===== config.mk =====
export PLATFORM = sky130hd
export DESIGN_NAME = seg7_scan_mux
export DESIGN_NICKNAME = d
export VERILOG_FILES = /design/src/rtl/seg7_scan_mux_pkg.sv /design/src/rtl/hex_to_sseg.sv /design/src/rtl/seg7_scan_mux.sv
export SDC_FILE = /design/constraint.sdc
export NUM_CORES = 1
export LEC_CHECK = 0
export CAP_MARGIN = 15
export CORE_ASPECT_RATIO = 1.25
export CORE_MARGIN = 4
export CORE_UTILIZATION = 25
export DETAILED_ROUTE_END_ITERATION = 12
export PLACE_DENSITY = 0.49
export SYNTH_ARGS = -nofsm -noshare
export SYNTH_HDL_FRONTEND = slang
export SYNTH_HIERARCHICAL = 1
export SYNTH_SLANG_ARGS = --single-unit

===== constraint.sdc =====
create_clock -name clk -period 3.6 [get_ports clk]
set_input_delay 0.54 -clock clk [delete_from_list [all_inputs] [get_ports clk]]
set_output_delay 0.54 -clock clk [all_outputs]
set_load 0.01 [all_outputs]

===== src/rtl/seg7_scan_mux_pkg.sv =====
// Shared definitions for the seven-segment scan multiplexer: scan state
// encoding and the active-low glyph set, segment order {g,f,e,d,c,b,a}.
package seg7_scan_mux_pkg;

  typedef enum logic [1:0] {
    S_IDLE  = 2'd0,
    S_GUARD = 2'd1,
    S_ON    = 2'd2
  } state_e;

  // All segments off.
  localparam logic [6:0] SEG_BLANK = 7'h7F;

  // Standard hex glyphs 0..F, active low.
  localparam logic [6:0] HEX_GLYPH [16] = '{
    7'h40, 7'h79, 7'h24, 7'h30,   // 0 1 2 3
    7'h19, 7'h12, 7'h02, 7'h78,   // 4 5 6 7
    7'h00, 7'h10, 7'h08, 7'h03,   // 8 9 A b
    7'h46, 7'h21, 7'h06, 7'h0E    // C d E F
  };

endpackage


===== src/rtl/hex_to_sseg.sv =====
// Combinational nibble to active-low seven-segment glyph lookup.
module hex_to_sseg
  import seg7_scan_mux_pkg::*;
(
  input  logic [3:0] hex_i,
  output logic [6:0] seg_o
);

  assign seg_o = HEX_GLYPH[hex_i];

endmodule


===== src/rtl/seg7_scan_mux.sv =====
// Time-multiplexed driver for N_DIGITS seven-segment digits. Each digit owns
// a slot of DIV cycles whose first GUARD cycles keep the anode off to avoid
// ghosting. Display data is snapshotted once per frame so a frame never
// mixes old and new values. Every output is decoded from registered state.
module seg7_scan_mux
  import seg7_scan_mux_pkg::*;
#(
  parameter  int N_DIGITS = 8,
  parameter  int DIV      = 100000,
  parameter  int GUARD    = 1000,
  localparam int DW       = $clog2(N_DIGITS)
) (
  input  logic                  clk,
  input  logic                  reset,
  input  logic                  en,
  input  logic [4*N_DIGITS-1:0] hex_in,
  input  logic [N_DIGITS-1:0]   dp_in,
  input  logic [N_DIGITS-1:0]   blank_in,
  output logic [DW-1:0]         digit_sel,
  output logic                  digit_en,
  output logic [6:0]            seg,
  output logic                  dp,
  output logic                  frame_start
);

  localparam int CW = $clog2(DIV);
  localparam logic [CW-1:0] CNT_LAST = CW'(DIV - 1);
  localparam logic [CW-1:0] GUARD_C  = CW'(GUARD);
  localparam logic [DW-1:0] IDX_LAST = DW'(N_DIGITS - 1);
  // Slot entry state: with no guard time the anode lights immediately.
  localparam state_e SLOT_ENTRY = (GUARD == 0) ? S_ON : S_GUARD;

  // Reject illegal parameter sets at elaboration.
  if (N_DIGITS < 2 || N_DIGITS > 16) begin : g_bad_n_digits
    $error("seg7_scan_mux: N_DIGITS must be in 2..16");
  end
  if (DIV < 2) begin : g_bad_div
    $error("seg7_scan_mux: DIV must be at least 2");
  end
  if (GUARD < 0 || GUARD >= DIV) begin : g_bad_guard
    $error("seg7_scan_mux: GUARD must satisfy 0 <= GUARD < DIV");
  end

  state_e                state_q, state_d;
  logic [CW-1:0]         cnt_q,   cnt_d;
  logic [DW-1:0]         idx_q,   idx_d;
  logic [4*N_DIGITS-1:0] hex_q,   hex_d;
  logic [N_DIGITS-1:0]   dp_q,    dp_d;
  logic [N_DIGITS-1:0]   blank_q, blank_d;

  logic [3:0] cur_nibble;
  logic [6:0] cur_glyph;

  // Next-state logic for scan state, slot counter, digit index and snapshot.
  always_comb begin
    // NOTE: every variable gets a default first so no path leaves one unassigned, which would infer a latch.
    state_d = state_q;
    cnt_d   = cnt_q;
    idx_d   = idx_q;
    hex_d   = hex_q;
    dp_d    = dp_q;
    blank_d = blank_q;

    if (!en) begin
      state_d = S_IDLE;
      cnt_d   = '0;
      idx_d   = '0;
    end else if (state_q == S_IDLE) begin
      state_d = SLOT_ENTRY;
      cnt_d   = '0;
      idx_d   = '0;
      hex_d   = hex_in;
      dp_d    = dp_in;
      blank_d = blank_in;
    end else if (cnt_q == CNT_LAST) begin
      state_d = SLOT_ENTRY;
      cnt_d   = '0;
      if (idx_q == IDX_LAST) begin
        idx_d   = '0;
        hex_d   = hex_in;
        dp_d    = dp_in;
        blank_d = blank_in;
      end else begin
        idx_d = idx_q + 1'b1;
      end
    end else begin
      cnt_d   = cnt_q + 1'b1;
      state_d = (cnt_d < GUARD_C) ? S_GUARD : S_ON;
    end
  end

  // State and snapshot registers with synchronous reset.
  always_ff @(posedge clk) begin
    // NOTE: the snapshot is a handful of flops, not a memory, so it is reset to give a defined first frame.
    if (reset) begin
      state_q <= S_IDLE;
      cnt_q   <= '0;
      idx_q   <= '0;
      hex_q   <= '0;
      dp_q    <= '0;
      blank_q <= '0;
    end else begin
      // NOTE: non-blocking assignments so every register samples pre-edge values.
      state_q <= state_d;
      cnt_q   <= cnt_d;
      idx_q   <= idx_d;
      hex_q   <= hex_d;
      dp_q    <= dp_d;
      blank_q <= blank_d;
    end
  end

  assign cur_nibble = hex_q[{idx_q, 2'b00} +: 4];

  hex_to_sseg u_hex_to_sseg (
    .hex_i (cur_nibble),
    .seg_o (cur_glyph)
  );

  // Segment and decimal-point drive: dark when idle or when the digit is blanked.
  always_comb begin
    seg = SEG_BLANK;
    dp  = 1'b1;
    if (state_q != S_IDLE && !blank_q[idx_q]) begin
      seg = cur_glyph;
      dp  = ~dp_q[idx_q];
    end
  end

  assign digit_sel   = idx_q;
  assign digit_en    = (state_q == S_ON);
  assign frame_start = (state_q != S_IDLE) && (idx_q == '0) && (cnt_q == '0);

endmodule


==> results of run 1 <==
[flip-flops by register name, summed over array words and instances, names as in the netlist]
signal and flops:
hex_q 32, cnt_q 17, blank_q 8, dp_q 8, digit_sel 3, state_q 2
[Yosys cell counts (2+ instances only)]
cell                        n
sky130_fd_sc_hd__mux2i_1   56
sky130_fd_sc_hd__or2_2      8
sky130_fd_sc_hd__buf_4      7
sky130_fd_sc_hd__o21a_1     2
sky130_fd_sc_hd__ha_1      12
sky130_fd_sc_hd__nor4_1     4
sky130_fd_sc_hd__nand2b_1   4
sky130_fd_sc_hd__and3_1     2
sky130_fd_sc_hd__nor3b_1    2
sky130_fd_sc_hd__xor2_1     5
sky130_fd_sc_hd__inv_1     10
sky130_fd_sc_hd__mux2_2     5
sky130_fd_sc_hd__nor2_1    84
sky130_fd_sc_hd__clkbuf_1  12
sky130_fd_sc_hd__xnor2_1   12
sky130_fd_sc_hd__nand4_2    2
sky130_fd_sc_hd__nand4_1    2
sky130_fd_sc_hd__nand2_1   10
sky130_fd_sc_hd__nand3_1    9
sky130_fd_sc_hd__dfxtp_1   70
sky130_fd_sc_hd__nor3_2     2
sky130_fd_sc_hd__o21ai_1    2
sky130_fd_sc_hd__or3_1      2
sky130_fd_sc_hd__a21oi_1    5
sky130_fd_sc_hd__nor2b_1    2
sky130_fd_sc_hd__mux4_2    13
sky130_fd_sc_hd__nor3_1     3
sky130_fd_sc_hd__buf_2      7
sky130_fd_sc_hd__and4b_1    2
sky130_fd_sc_hd__nand3_2    2
sky130_fd_sc_hd__buf_6      4
[layout make-up]
type,count,area (um^2),share of cell area
clock buffer,11,243,0.0506
inverter,10,37.5,0.00783
timing repair buffer,69,681,0.142
sequential,70,1410,0.293
tap,178,223,0.0464
multi-input combinational,269,2110,0.440
clock inverter,4,95.1,0.0198
[power by group through the flow]
stage,sequential [W],combinational [W],clock (W)
after global routing,0.000830,0.000235,0.00106
after floorplan,0.000836,0.000130,0
after global placement,0.000846,0.000212,0
after detailed placement,0.000844,0.000217,0
after CTS,0.000827,0.000217,0.00104
final,0.000826,0.000214,0.00101
[critical path, cell delays in order, from the launching register on]
cell                              delay [ps]
sky130_fd_sc_hd__dfxtp_4                 400
sky130_fd_sc_hd__mux4_2                  510
sky130_fd_sc_hd__mux2_4                  330
sky130_fd_sc_hd__ha_1                    240
sky130_fd_sc_hd__nand2b_1                170
sky130_fd_sc_hd__o211ai_1                100
sky130_fd_sc_hd__o21ai_1                  80
sky130_fd_sc_hd__or2_2                   290
sky130_fd_sc_hd__clkdlybuf4s50_1         500
[metal layers]
layer | track usage | part of all wire
met3 | 0.0276 | 0.038
met2 | 0.181 | 0.50
met1 | 0.132 | 0.44
met5 | 0 | 0
met4 | 0.0471 | 0.018
[stage by stage]
stage	power, W	setup WS, ps	cells
after global routing	0.00212	0.810	611
after floorplan	0.000966	147	379
final	0.00205	122	611
after global placement	0.00106	139	596
after detailed placement	0.00106	47.7	596
after CTS	0.00208	83.8	611
[worst paths after layout]
path / startpoint / endpoint / slack, ps / depth (start not counted)
worst max-delay path: digit_sel[0]$_SDFFE_PP0P_ / seg[0] / 120 / 8
worst min-delay path: dp_q[2]$_SDFFE_PP0P_ / dp_q[2]$_SDFFE_PP0P_ / 490 / 2
worst max register to register: cnt_q[0]$_SDFF_PP0_ / dp_q[5]$_SDFFE_PP0P_ / 870 / 8
worst min register to register: dp_q[2]$_SDFFE_PP0P_ / dp_q[2]$_SDFFE_PP0P_ / 490 / 2
[cell families (layout without fill, tap and decap cells)]
logic type	Yosys count	in the layout
AOI/OAI and AO/OA	19	19
xor gates and xnor gates	17	17
adders and majority gates	12	12
buffers and inverters	40	94
DFF	70	70
muxes	75	75
and+or+nand+nor	146	146
[repair_timing]
item | 4_1_cts | 5_1_grt
hold endpoints to repair | 0 | 0
setup endpoints to repair | 7 | 0
hold buffers | 0 | 0
resized for setup | 9 | 0
==> results.txt, run 1 <==
The iteration-0 DRC count of the detailed router came out at between 150 and 200. The floorplan step defined a die boundary enclosing 16,900 um^2. By area the synthesized netlist is led by sky130_fd_sc_hd__dfxtp_1, sky130_fd_sc_hd__mux2i_1, sky130_fd_sc_hd__nor2_1.

By startpoint and endpoint, the worst setup path is classified as register to output pin. The share of synthesized area spent on multiplexers came out at 0.249. The number of flip-flops and latches in the synthesized netlist came out at 70.

The required time of the critical path came out at slightly above 3000 ps. Yosys mapped a number of flops with a built-in enable equal to 0. The maximum fanout count along the critical path came out at 7.

At the worst endpoint, the arrival time is 2940 ps. The post-synthesis share of cell area spent on full adders, half adders and majority gates came out at 0.0404. The effective utilization at floorplan came out at 0.257. The clock tree from TritonCTS is built. In this run the deepest clock path goes through 2 buffers. For this design the total switching power over the nets is approximately 0.00042 W. The count of input and output buffers is 63. The final standard cell area without fillers is 4800 um^2. The final hold violation count is 0. The buffers inserted during post-CTS setup optimization came out at 0.

The maximum frequency from static timing analysis is 288 MHz. In the final timing run, aggregate negative setup slack is 0 ps. Of the total power, registers draw 0.404. The number of instances in the synthesized netlist is 379.

The internal power component came out at 0.00162 W. In the final routed layout, each cell accounts on average for between 10 and 15 um. The net count of the finished layout is 492. The share of async-settable or async-resettable flops after synthesis is 0. The worst hold path belongs to the class register to register. The core area came out at ~14,000 um^2.

The final estimated routing congestion in global placement is 0.824. The share of the Yosys chip area taken by registers is 0.377. The count of endpoints failing setup in the final report is 0. The pin count of the biggest net entering global routing came out at 50. The shortest clock period the worst path allows after layout came out at 3480 ps.

The number of global-route vias before repair came out at 2,796. The count of nets left with antenna violations once routing finished came out at 0. The total congestion overflow is 0. The tool flagged a number of max-cap violations equal to 0.

The number of top-level pins came out at 64. The combinational fraction of design power came out at 0.105. The post-synthesis share of cell area spent on xor and xnor gates is 0.0400.

The row count came out at 49. Of the post-synthesis cell area, the dominant cell type holds 0.377. The HPWL after detailed placement is 6.72 mm. The worst supply voltage drop on vdd came out at between 0.2 and 0.25 mV. The number of levels in the clock H-tree came out at 3.

The number of fillers in the final layout is 1,478. The area share of and/or/nand/nor cells after synthesis is 0.197. The detailed-route via count is 2,742. The final routed DRC violation total came out at 0. By area, the combinational part of the netlist is dominated by multiplexers. The post-CTS clock slew at the launch and capture registers of the worst setup and hold paths is ~60 ps. The die is 144 um tall. Setup repair after global routing left no endpoint under its margin. The fraction of final layout cells sized beyond drive strength 1 came out at 0.148. In this run the static leakage power is 1.82 nW. The final-report max-slew violation count is 0. The clock arrives with 7.53 ps of skew. The power density normalized to cell area is 427 nW/um^2. In the layout the commonest cells are sky130_fd_sc_hd__nor2_1, sky130_fd_sc_hd__dfxtp_1, sky130_fd_sc_hd__clkdlybuf4s50_1. The post-synthesis net count is about 440.

The library cell used most frequently in the layout, excluding fill and tap cells, is sky130_fd_sc_hd__nor2_1. Before antenna repair, the detailed router went through 4 iterations. The worst pin sits at a relative slew slack of 0.496.

The clock network fraction of design power is 0.492. STA classifies the critical path startpoint as a register. The initial antenna violation count came out at 0. Of the available clock period, the critical path in the final layout requires 0.966. The compound-cell area share of the yosys netlist is 0.0390. The number of antenna diodes is 0. The number of unique standard cell types used by synthesis came out at between 40 and 50. The Yosys step of the flow raised 6 warnings. The post-detailed-routing wire length came out at 8.88 mm. Of all cell types, the one taking the most synthesized area is sky130_fd_sc_hd__dfxtp_1. The cell chosen for the clock root is sky130_fd_sc_hd__clkbuf_16. The chip width came out at roughly 120 um. In the routed layout, each cell is associated on average with a via count of between 4 and 5. The global-route usage over all layers is 0.109. Measured on the finished design, the core utilization comes to 0.331.

The hold slack is between 400 and 500 ps. The global-route wire length before repair came out at approximately 14 mm. Among all flip-flop cells after synthesis, the most frequent one is sky130_fd_sc_hd__dfxtp_1. The number of clock buffers inserted by TritonCTS came out at 9. The count of clock tree sinks came out at 70. After detailed placement, the total cell area comes to 4450 um^2. The endpoint type of the worst setup path is an output pin. The run finished with clean final reports.

The transition time of the tightest slew-check pin came out at 757 ps. After synthesis, the mean cell area works out to 9.81 um^2. The proportion of total power due to net switching is 0.207.

The later pin in the worst-skew pair is clocked with a latency of between 300 and 400 ps. The synthesis-to-layout area growth is 29.0%. The area of the mapped netlist is 3720 um^2.
Power figures use the tool's default switching activity.
==> run 2: changes to the inputs <==
- SYNTH_HIERARCHICAL: 1 -> unset
==> run 2 against run 1 <==
Worst hold slack gained 0.56 ps. Synthesized area shrank 3.8%. Clock power shrank 4%. Sequential power is essentially flat. Routed wire length shrank 0.14%. Die area shrank 3.5%. Synthesized cell count shrank 4.2%. Count of clock-buffer cells in the layout shrank 2. Fmax grew 1.2%. Register-to-register slack gained 230 ps. Critical path type unchanged. Largest power group unchanged. Highest routed layer unchanged.
==> results.txt, run 2 <==
The vertical die dimension came out at 142 um (was 144 um). The post-detailed-routing wire length came out at 8.86 mm (was 8.88 mm). The worst hold path stage count came out at 2 (unchanged). The register-to-register setup slack is 1100 ps (was 870 ps). The effective utilization at floorplan is 0.257 (about the same).

The detailed placement HPWL came out at 6.58 mm (was 6.72 mm). The share of async-settable or async-resettable flops after synthesis came to 0 (unchanged). The total die area is 16,300 um^2 (was 16,900 um^2).

The post-detailed-route count of antenna-violating nets came out at 0 (unchanged). The post-synthesis share of cell area spent on full adders, half adders and majority gates is 0.0385 (was 0.0404). The number of maximum-capacitance violations was 0 (unchanged). The total iterations of the first detailed-routing run is 4 (unchanged). The initial antenna violation count is 0 (unchanged).

The number of instances in the synthesized netlist is 363 (was 379). The largest family of logic cells by synthesized area is multiplexers (unchanged). The synthesis-to-layout area growth came to 31.0% (was 29.0%). The cell chosen for the clock root is sky130_fd_sc_hd__clkbuf_16 (unchanged). The capturing point of the worst reg2reg path is dp_q[3]$_SDFFE_PP0P_ (was dp_q[5]$_SDFFE_PP0P_). The maximum frequency from static timing analysis came out at 291 MHz (was 288 MHz).

The number of nets in the final layout is 485 (was 492). The number of unique standard cell types used by synthesis is 44 (was 48). The core area came to 13,900 um^2 (was 14,500 um^2).

Commonest cells after routing, fill and taps aside: sky130_fd_sc_hd__nor2_1, sky130_fd_sc_hd__dfxtp_1, sky130_fd_sc_hd__clkdlybuf4s50_1 (unchanged). The count of flip-flops with a built-in enable after synthesis is 0 (unchanged). The count of clock tree sinks was 70 (unchanged). The final estimated routing congestion in global placement is 0.884 (was 0.824). The launch instance of the worst register-to-register path was cnt_q[0]$_SDFF_PP0_ (unchanged). The count of endpoints failing setup in the final report was 0 (unchanged). The number of buffers added to fix hold violations after cts came to 0 (unchanged). Result of the run: complete, no violations (unchanged).

The maximum root-to-sink buffer count came out at 2 (unchanged). The post-synthesis share of cell area spent on xor and xnor gates is 0.0416 (was 0.0400). The chip width came out at 115 um (was 117 um).

The endpoint type of the worst setup path is an output pin (unchanged). The area share of and/or/nand/nor cells after synthesis is 0.172 (was 0.197). The shortest clock period the worst path allows after layout is 3440 ps (was 3480 ps).

The buffers inserted during post-CTS setup optimization is 0 (unchanged). The final routed DRC violation total was 0 (unchanged). The number of clock buffers inserted by TritonCTS is 9 (unchanged). The detailed-route vias per instance is 4.51 (was 4.49).

The post-synthesis net count came out at 425 (was 442). The number of levels in the clock H-tree came out at 3 (unchanged). The maximum fanout count along the critical path is 6 (was 7). The average cell area after synthesis is 9.86 um^2 (was 9.81 um^2). The number of top-level pins is 64 (unchanged).

Biggest area contributors in the synthesized netlist: sky130_fd_sc_hd__dfxtp_1, sky130_fd_sc_hd__mux2i_1, sky130_fd_sc_hd__nor2_1 (unchanged). The compound-cell area share of the yosys netlist came out at 0.0500 (was 0.0390). The source of the worst hold timing path was blank_q[7]$_SDFFE_PP0P_ (was dp_q[2]$_SDFFE_PP0P_). The sort of element at the start of the critical path is a register (unchanged). The critical path class is register to output pin (unchanged). The pin count of the biggest net entering global routing is 50 (unchanged).

Most instantiated cells after synthesis: sky130_fd_sc_hd__nor2_1, sky130_fd_sc_hd__dfxtp_1, sky130_fd_sc_hd__mux2i_1 (unchanged). The class of the tightest hold or removal check is register to register (unchanged). The clock latency on the worst-skew pair came out at 330 ps (was 320 ps). The number of global-route vias before repair was 2,785 (was 2,796). The clock tree from TritonCTS is built (unchanged). The post-place setup slack came out at 284 ps (was 47.7 ps). The cell with the most instances after synthesis is sky130_fd_sc_hd__nor2_1 (unchanged). The final-report max-slew violation count is 0 (unchanged). The static power due to leakage came to 1.77 nW (was 1.82 nW). RSZ-0062 raised after global routing: no (unchanged). The detailed-route via count was 2,718 (was 2,742). The row count came out at 48 (was 49).

The share of the synthesized area in the top cell type came out at 0.392 (was 0.377). The share of synthesized area spent on multiplexers is 0.249 (about the same). The dominant cell type by area after synthesis is sky130_fd_sc_hd__dfxtp_1 (unchanged). The worst path arrival time came out at 2900 ps (was 2940 ps). The worst clock skew on the final layout is 7.62 ps (was 7.53 ps). The global-route usage over all layers is 0.113 (was 0.109). The final hold violation count came to 0 (unchanged). The iteration-0 DRC count of the detailed router is 115 (was 155). The required time of the critical path is 3060 ps (about the same). The number of flip-flops in the largest register came out at 32 (unchanged). The worst reg2reg path depth is 8 (unchanged). The worst supply voltage drop on vdd is 0.220 mV (was 0.233 mV).

The final worst-path cycle share was 0.955 (was 0.966). The count of input and output buffers came to 63 (unchanged). The post-CTS clock slew at the launch and capture registers of the worst setup and hold paths is 60 ps (about the same). The setup slack of the critical path after layout came out at 162 ps (was 122 ps). The most common library cell in the layout ignoring fill and taps was sky130_fd_sc_hd__nor2_1 (unchanged).

The power density normalized to cell area was 428 nW/um^2 (was 427 nW/um^2). The number of flip-flops and latches in the synthesized netlist came out at 70 (unchanged). The relative slew slack is 0.393 (was 0.496). The transition time of the tightest slew-check pin came to 911 ps (was 757 ps). The number of antenna diodes is 0 (unchanged). The average wire per cell in the routed design is 14.7 um (was 14.5 um). The final setup TNS is 0 ps (unchanged).

The total congestion overflow is 0 (unchanged). The area of the mapped netlist is 3580 um^2 (was 3720 um^2). The sequential cell area fraction in the yosys report came to 0.392 (was 0.377). The core utilization of the finished layout came out at 0.336 (was 0.331). Largest registers: hex_q: 32 flops, cnt_q: 17 flops (unchanged). The fraction of final layout cells sized beyond drive strength 1 was 0.121 (was 0.148). The most flop-heavy register is hex_q (unchanged). The capture endpoint of the worst hold path is blank_q[7]$_SDFFE_PP0P_ (was dp_q[2]$_SDFFE_PP0P_).

The global-route wire length before repair is 14.5 mm (was 14.1 mm). The most instantiated flip-flop cell in the synthesis netlist is sky130_fd_sc_hd__dfxtp_1 (unchanged). The number of synthesis warnings was 0 (was 6).
==> run 2: cell types whose count changed after synthesis, sizes merged, moves of 3 or more <==
cell / change
nor2: -6
or2: -6
o221ai: +5
buf: -4
clkbuf: -4
nand2: +4
inv: +3
nand2b: -3
xnor2: -3
xor2: +3
==> run 2: cells by family (layout without fill, tap and decap cells) <==
logic type	after synthesis	count (layout)
simple gates	135	135
mux	73	73
flops	70	70
buf+inv	35	100
compound gates	22	22
xor+xnor	17	17
fa+ha+maj	11	11
==> run 2: critical path, stage by stage, from the launching register on <==
cell and delay (ps):
sky130_fd_sc_hd__dfxtp_4 390, sky130_fd_sc_hd__buf_6 150, sky130_fd_sc_hd__mux4_2 500, sky130_fd_sc_hd__mux2_2 330, sky130_fd_sc_hd__ha_1 250, sky130_fd_sc_hd__o311ai_0 340, sky130_fd_sc_hd__clkdlybuf4s50_1 600
==> run 2: worst max path at each step <==
| stage | startpoint | endpoint | slack, ps |
|---|---|---|---|
| 6_report | digit_sel[0]$_SDFFE_PP0P_ | seg[2] | 160 |
| 2_1_floorplan | digit_sel[0]$_SDFFE_PP0P_ | seg[2] | 580 |
| 3_3_place_gp | digit_sel[0]$_SDFFE_PP0P_ | seg[3] | 380 |
| 5_1_grt | digit_sel[0]$_SDFFE_PP0P_ | seg[5] | 30 |
| 4_1_cts | digit_sel[0]$_SDFFE_PP0P_ | seg[3] | 10 |
| 3_5_place_dp | digit_sel[0]$_SDFFE_PP0P_ | seg[3] | 280 |
==> run 2: final cells by class <==
type	instances	area (um^2)
fillers	1460	9250
multi-input cells	258	1980
flip-flops and latches	70	1410
repair buffers	71	704
clock buffers	9	225
well taps	175	219
clock inverters	7	103
inverters	13	48.8
==> run 2: stage by stage <==
stage | hold WS, ps | instances | total power, W | area, um^2
finish | 490 | 603 | 0.00201 | 4690
global route | 514 | 603 | 0.00209 | 4690
CTS | 495 | 603 | 0.00204 | 4670
detailed placement | 481 | 587 | 0.00105 | 4340
global placement | 473 | 587 | 0.00105 | 4340
floorplan | 455 | 363 | 0.000965 | 3580
==> run 2: power breakdown <==
part	leakage [nW]	internal (W)	total [W]	switching (W)
sequential	0.574	0.000807	0.000825	0.0000176
clock	0.157	0.000615	0.000971	0.000357
combinational	1.04	0.000121	0.000210	0.0000887
total	1.77	0.00154	0.00201	0.000463
==> run 2: timing repair <==
action                                  CTS  global route
endpoints found under the setup margin    3             5
pin swaps                                 0             0
gates resized for setup                   1             5
cloned                                    0             0
==> run 2: metal layers <==
layer,vias to the layer above,wire length (um),track usage
met2,64,4250,0.177
met4,0,170,0.0433
li1,1382,-,-
met3,11,310,0.0307
met1,1261,4130,0.148
met5,-,0,0
==> run 3: changes to the inputs <==
- CAP_MARGIN: 15 -> 20
- clock period: 3.6 -> 3.55 ns (I/O delays scaled with it)
==> run 3 against run 2 <==
Global-route usage barely moved. Routed wire length grew 0.78%. Count of clock-buffer cells in the layout is 3 higher. Power rose by 0.26%. Final area shrank 0.43%. Worst hold slack worse by 0.62 ps. Combinational power about the same. Sequential share of layout area increased by 0.13 points. Die area unchanged. Setup slack gained 20 ps. Final cell count shrank 0.17%. Critical path depth rose by 1. Critical path type unchanged. Largest cell class unchanged. Highest routed layer unchanged.
==> results.txt, run 3 (same netlist as run 2, synthesis figures left out) <==
Result of the run: complete, no violations (unchanged). The vertical die dimension came out at 142 um (unchanged). The relative slew slack is 0.371 (was 0.393). The average wire per cell in the routed design came out at 14.8 um (was 14.7 um).

The effective utilization at floorplan is 0.257 (unchanged). Commonest cells after routing, fill and taps aside: sky130_fd_sc_hd__nor2_1, sky130_fd_sc_hd__dfxtp_1, sky130_fd_sc_hd__clkdlybuf4s50_1 (unchanged). The cell chosen for the clock root is sky130_fd_sc_hd__clkbuf_16 (unchanged). The pin count of the biggest net entering global routing is 50 (unchanged). The global-route wire length before repair was 14.5 mm (unchanged).

The chip width is 115 um (unchanged). The overall power after layout came out at 0.00201 W (about the same). The number of antenna diodes is 0 (unchanged). The count of clock tree sinks is 70 (unchanged). The critical path's slowest cell was sky130_fd_sc_hd__clkdlybuf4s50_1 (unchanged).

The initial antenna violation count is 0 (unchanged). The number of top-level pins was 64 (unchanged). The detailed-route vias per instance came out at 4.59 (was 4.51). The maximum frequency from static timing analysis is 297 MHz. The synthesis-to-layout area growth came out at 30.4% (was 31.0%). The number of buffers added to fix hold violations after cts came to 0 (unchanged).

The global-route usage over all layers is 0.113 (about the same). The final estimated routing congestion in global placement came out at 0.880 (was 0.884). The worst supply voltage drop on vdd was 0.261 mV (was 0.220 mV). The iteration-0 DRC count of the detailed router came to 115 (unchanged). The final-report max-slew violation count is 0 (unchanged). The detailed placement HPWL is 6.58 mm (about the same). The worst clock skew on the final layout came out at 4.10 ps (was 7.62 ps). The buffers inserted during post-CTS setup optimization is 0 (unchanged). The final setup TNS was 0 ps (unchanged).

The power density normalized to cell area came to 431 nW/um^2 (was 428 nW/um^2). List of cells traversed by the critical path: mux4_2 > mux2_2 > inv_1 > ha_1 > mux2i_1 > o221ai_1 > clkdlybuf4s50_1 (was buf_6 > mux4_2 > mux2_2 > ha_1 > o311ai_0 > clkdlybuf4s50_1). The count of input and output buffers came out at 63 (unchanged). The shortest clock period the worst path allows after layout came out at 3370 ps. Largest registers: hex_q: 32 flops, cnt_q: 17 flops (unchanged). The clock latency on the worst-skew pair is 330 ps (about the same). The post-CTS clock slew at the launch and capture registers of the worst setup and hold paths is 60 ps (about the same). The number of nets in the final layout is 484 (was 485). The count of endpoints failing setup in the final report is 0 (unchanged).

The core area came out at 13,900 um^2 (unchanged). The total iterations of the first detailed-routing run is 4 (unchanged). The most flop-heavy register is hex_q (unchanged). The most common library cell in the layout ignoring fill and taps is sky130_fd_sc_hd__nor2_1 (unchanged). The total die area came out at 16,300 um^2 (unchanged). The clock tree from TritonCTS is built (unchanged). The sort of element at the start of the critical path is a register (unchanged).

The fraction of final layout cells sized beyond drive strength 1 came out at 0.117 (was 0.121). The final routed DRC violation total came to 0 (unchanged). The transition time of the tightest slew-check pin is 944 ps (was 911 ps). The class of the tightest hold or removal check is register to register (unchanged). RSZ-0062 raised after global routing: no (unchanged). The critical path class is register to output pin (unchanged). The row count is 48 (unchanged). The maximum root-to-sink buffer count came to 2 (unchanged). The static power due to leakage is 1.76 nW (was 1.77 nW). The maximum fanout count along the critical path is 7 (was 6).

The post-detailed-routing wire length is 8.93 mm (was 8.86 mm). The core utilization of the finished layout came out at 0.335 (was 0.336). The number of levels in the clock H-tree is 3 (unchanged). The required time of the critical path came out at 3020 ps (was 3060 ps). The final hold violation count came to 0 (unchanged).

The post-detailed-route count of antenna-violating nets came out at 0 (unchanged). The total congestion overflow came out at 0 (unchanged). The highest cell delay on the worst timing path came to 590 ps (was 600 ps). The number of clock buffers inserted by TritonCTS came out at 9 (unchanged). The endpoint type of the worst setup path is an output pin (unchanged). The final worst-path cycle share is 0.949. The worst path arrival time is 2840 ps (was 2900 ps). The detailed-route via count is 2,763 (was 2,718).

The number of global-route vias before repair is 2,734 (was 2,785). The number of fillers in the final layout came out at 1,444 (was 1,460). The number of maximum-capacitance violations is 0 (unchanged). The number of flip-flops in the largest register is 32 (unchanged).
-- run 3: cell types whose count changed in the layout (fill, tap and decap cells not counted), sizes merged --
cell / change
inv: -3
buf: -1
clkinv: +1
clkinvlp: -1
clkbuf: +3
-- run 3: per-layer routing --
metal,vias up,wire [um],global-route usage
met2,58,4270,0.174
li1,1383,-,-
met4,0,136,0.0402
met5,-,0,0
met1,1309,4120,0.149
met3,13,404,0.0358
-- run 3: worst paths after layout --
check                                          endpoint                 startpoint  cells after the start  slack (ps)
worst max-delay path                             seg[6]  digit_sel[0]$_SDFFE_PP0P_                      7         180
worst min-delay path            blank_q[1]$_SDFFE_PP0P_    blank_q[1]$_SDFFE_PP0P_                      2         490
worst max register to register  blank_q[4]$_SDFFE_PP0P_        cnt_q[0]$_SDFF_PP0_                      8        1000
worst min register to register  blank_q[1]$_SDFFE_PP0P_    blank_q[1]$_SDFFE_PP0P_                      2         490
-- run 3: repair_timing --
| action | CTS | global route |
|---|---|---|
| endpoints found under the hold margin | 0 | 0 |
| resized for setup | 2 | 4 |
| endpoints found under the setup margin | 7 | 4 |
-- run 3: report_power, final --
part	internal [W]	switching [W]	leakage, nW
Combinational	0.000123	0.0000900	1.03
Clock	0.000632	0.000329	0.157
Sequential	0.000819	0.0000185	0.574
Total	0.00157	0.000437	1.76
-- run 3: final cells by class --
class,count,area (um^2),share of cell area
Inverter,13,48.8,0.0105
Multi-Input combinational cell,258,1980,0.425
Clock buffer,12,246,0.0528
Sequential cell,70,1410,0.301
Timing Repair Buffer,70,693,0.149
Clock inverter,4,70.1,0.0150
Tap cell,175,219,0.0469
-- run 3: worst max-delay path: cells and delay by family (launching register included) --
kind	cells	cell delay, ps
AO/OA/AOI/OAI	1	230
adder cells (fa/ha/maj)	1	200
buffers and inverters	2	720
flip-flops	1	410
multiplexers	3	940
-- run 3: through the flow --
step	setup WS (ps)	cells	hold WS [ps]	instance area, um^2
final	182	602	489	4670
after global routing	8.12	602	516	4670
after CTS	42.8	602	495	4660
after detailed placement	268	586	482	4330
after global placement	323	586	470	4330
after floorplan	541	363	455	3580
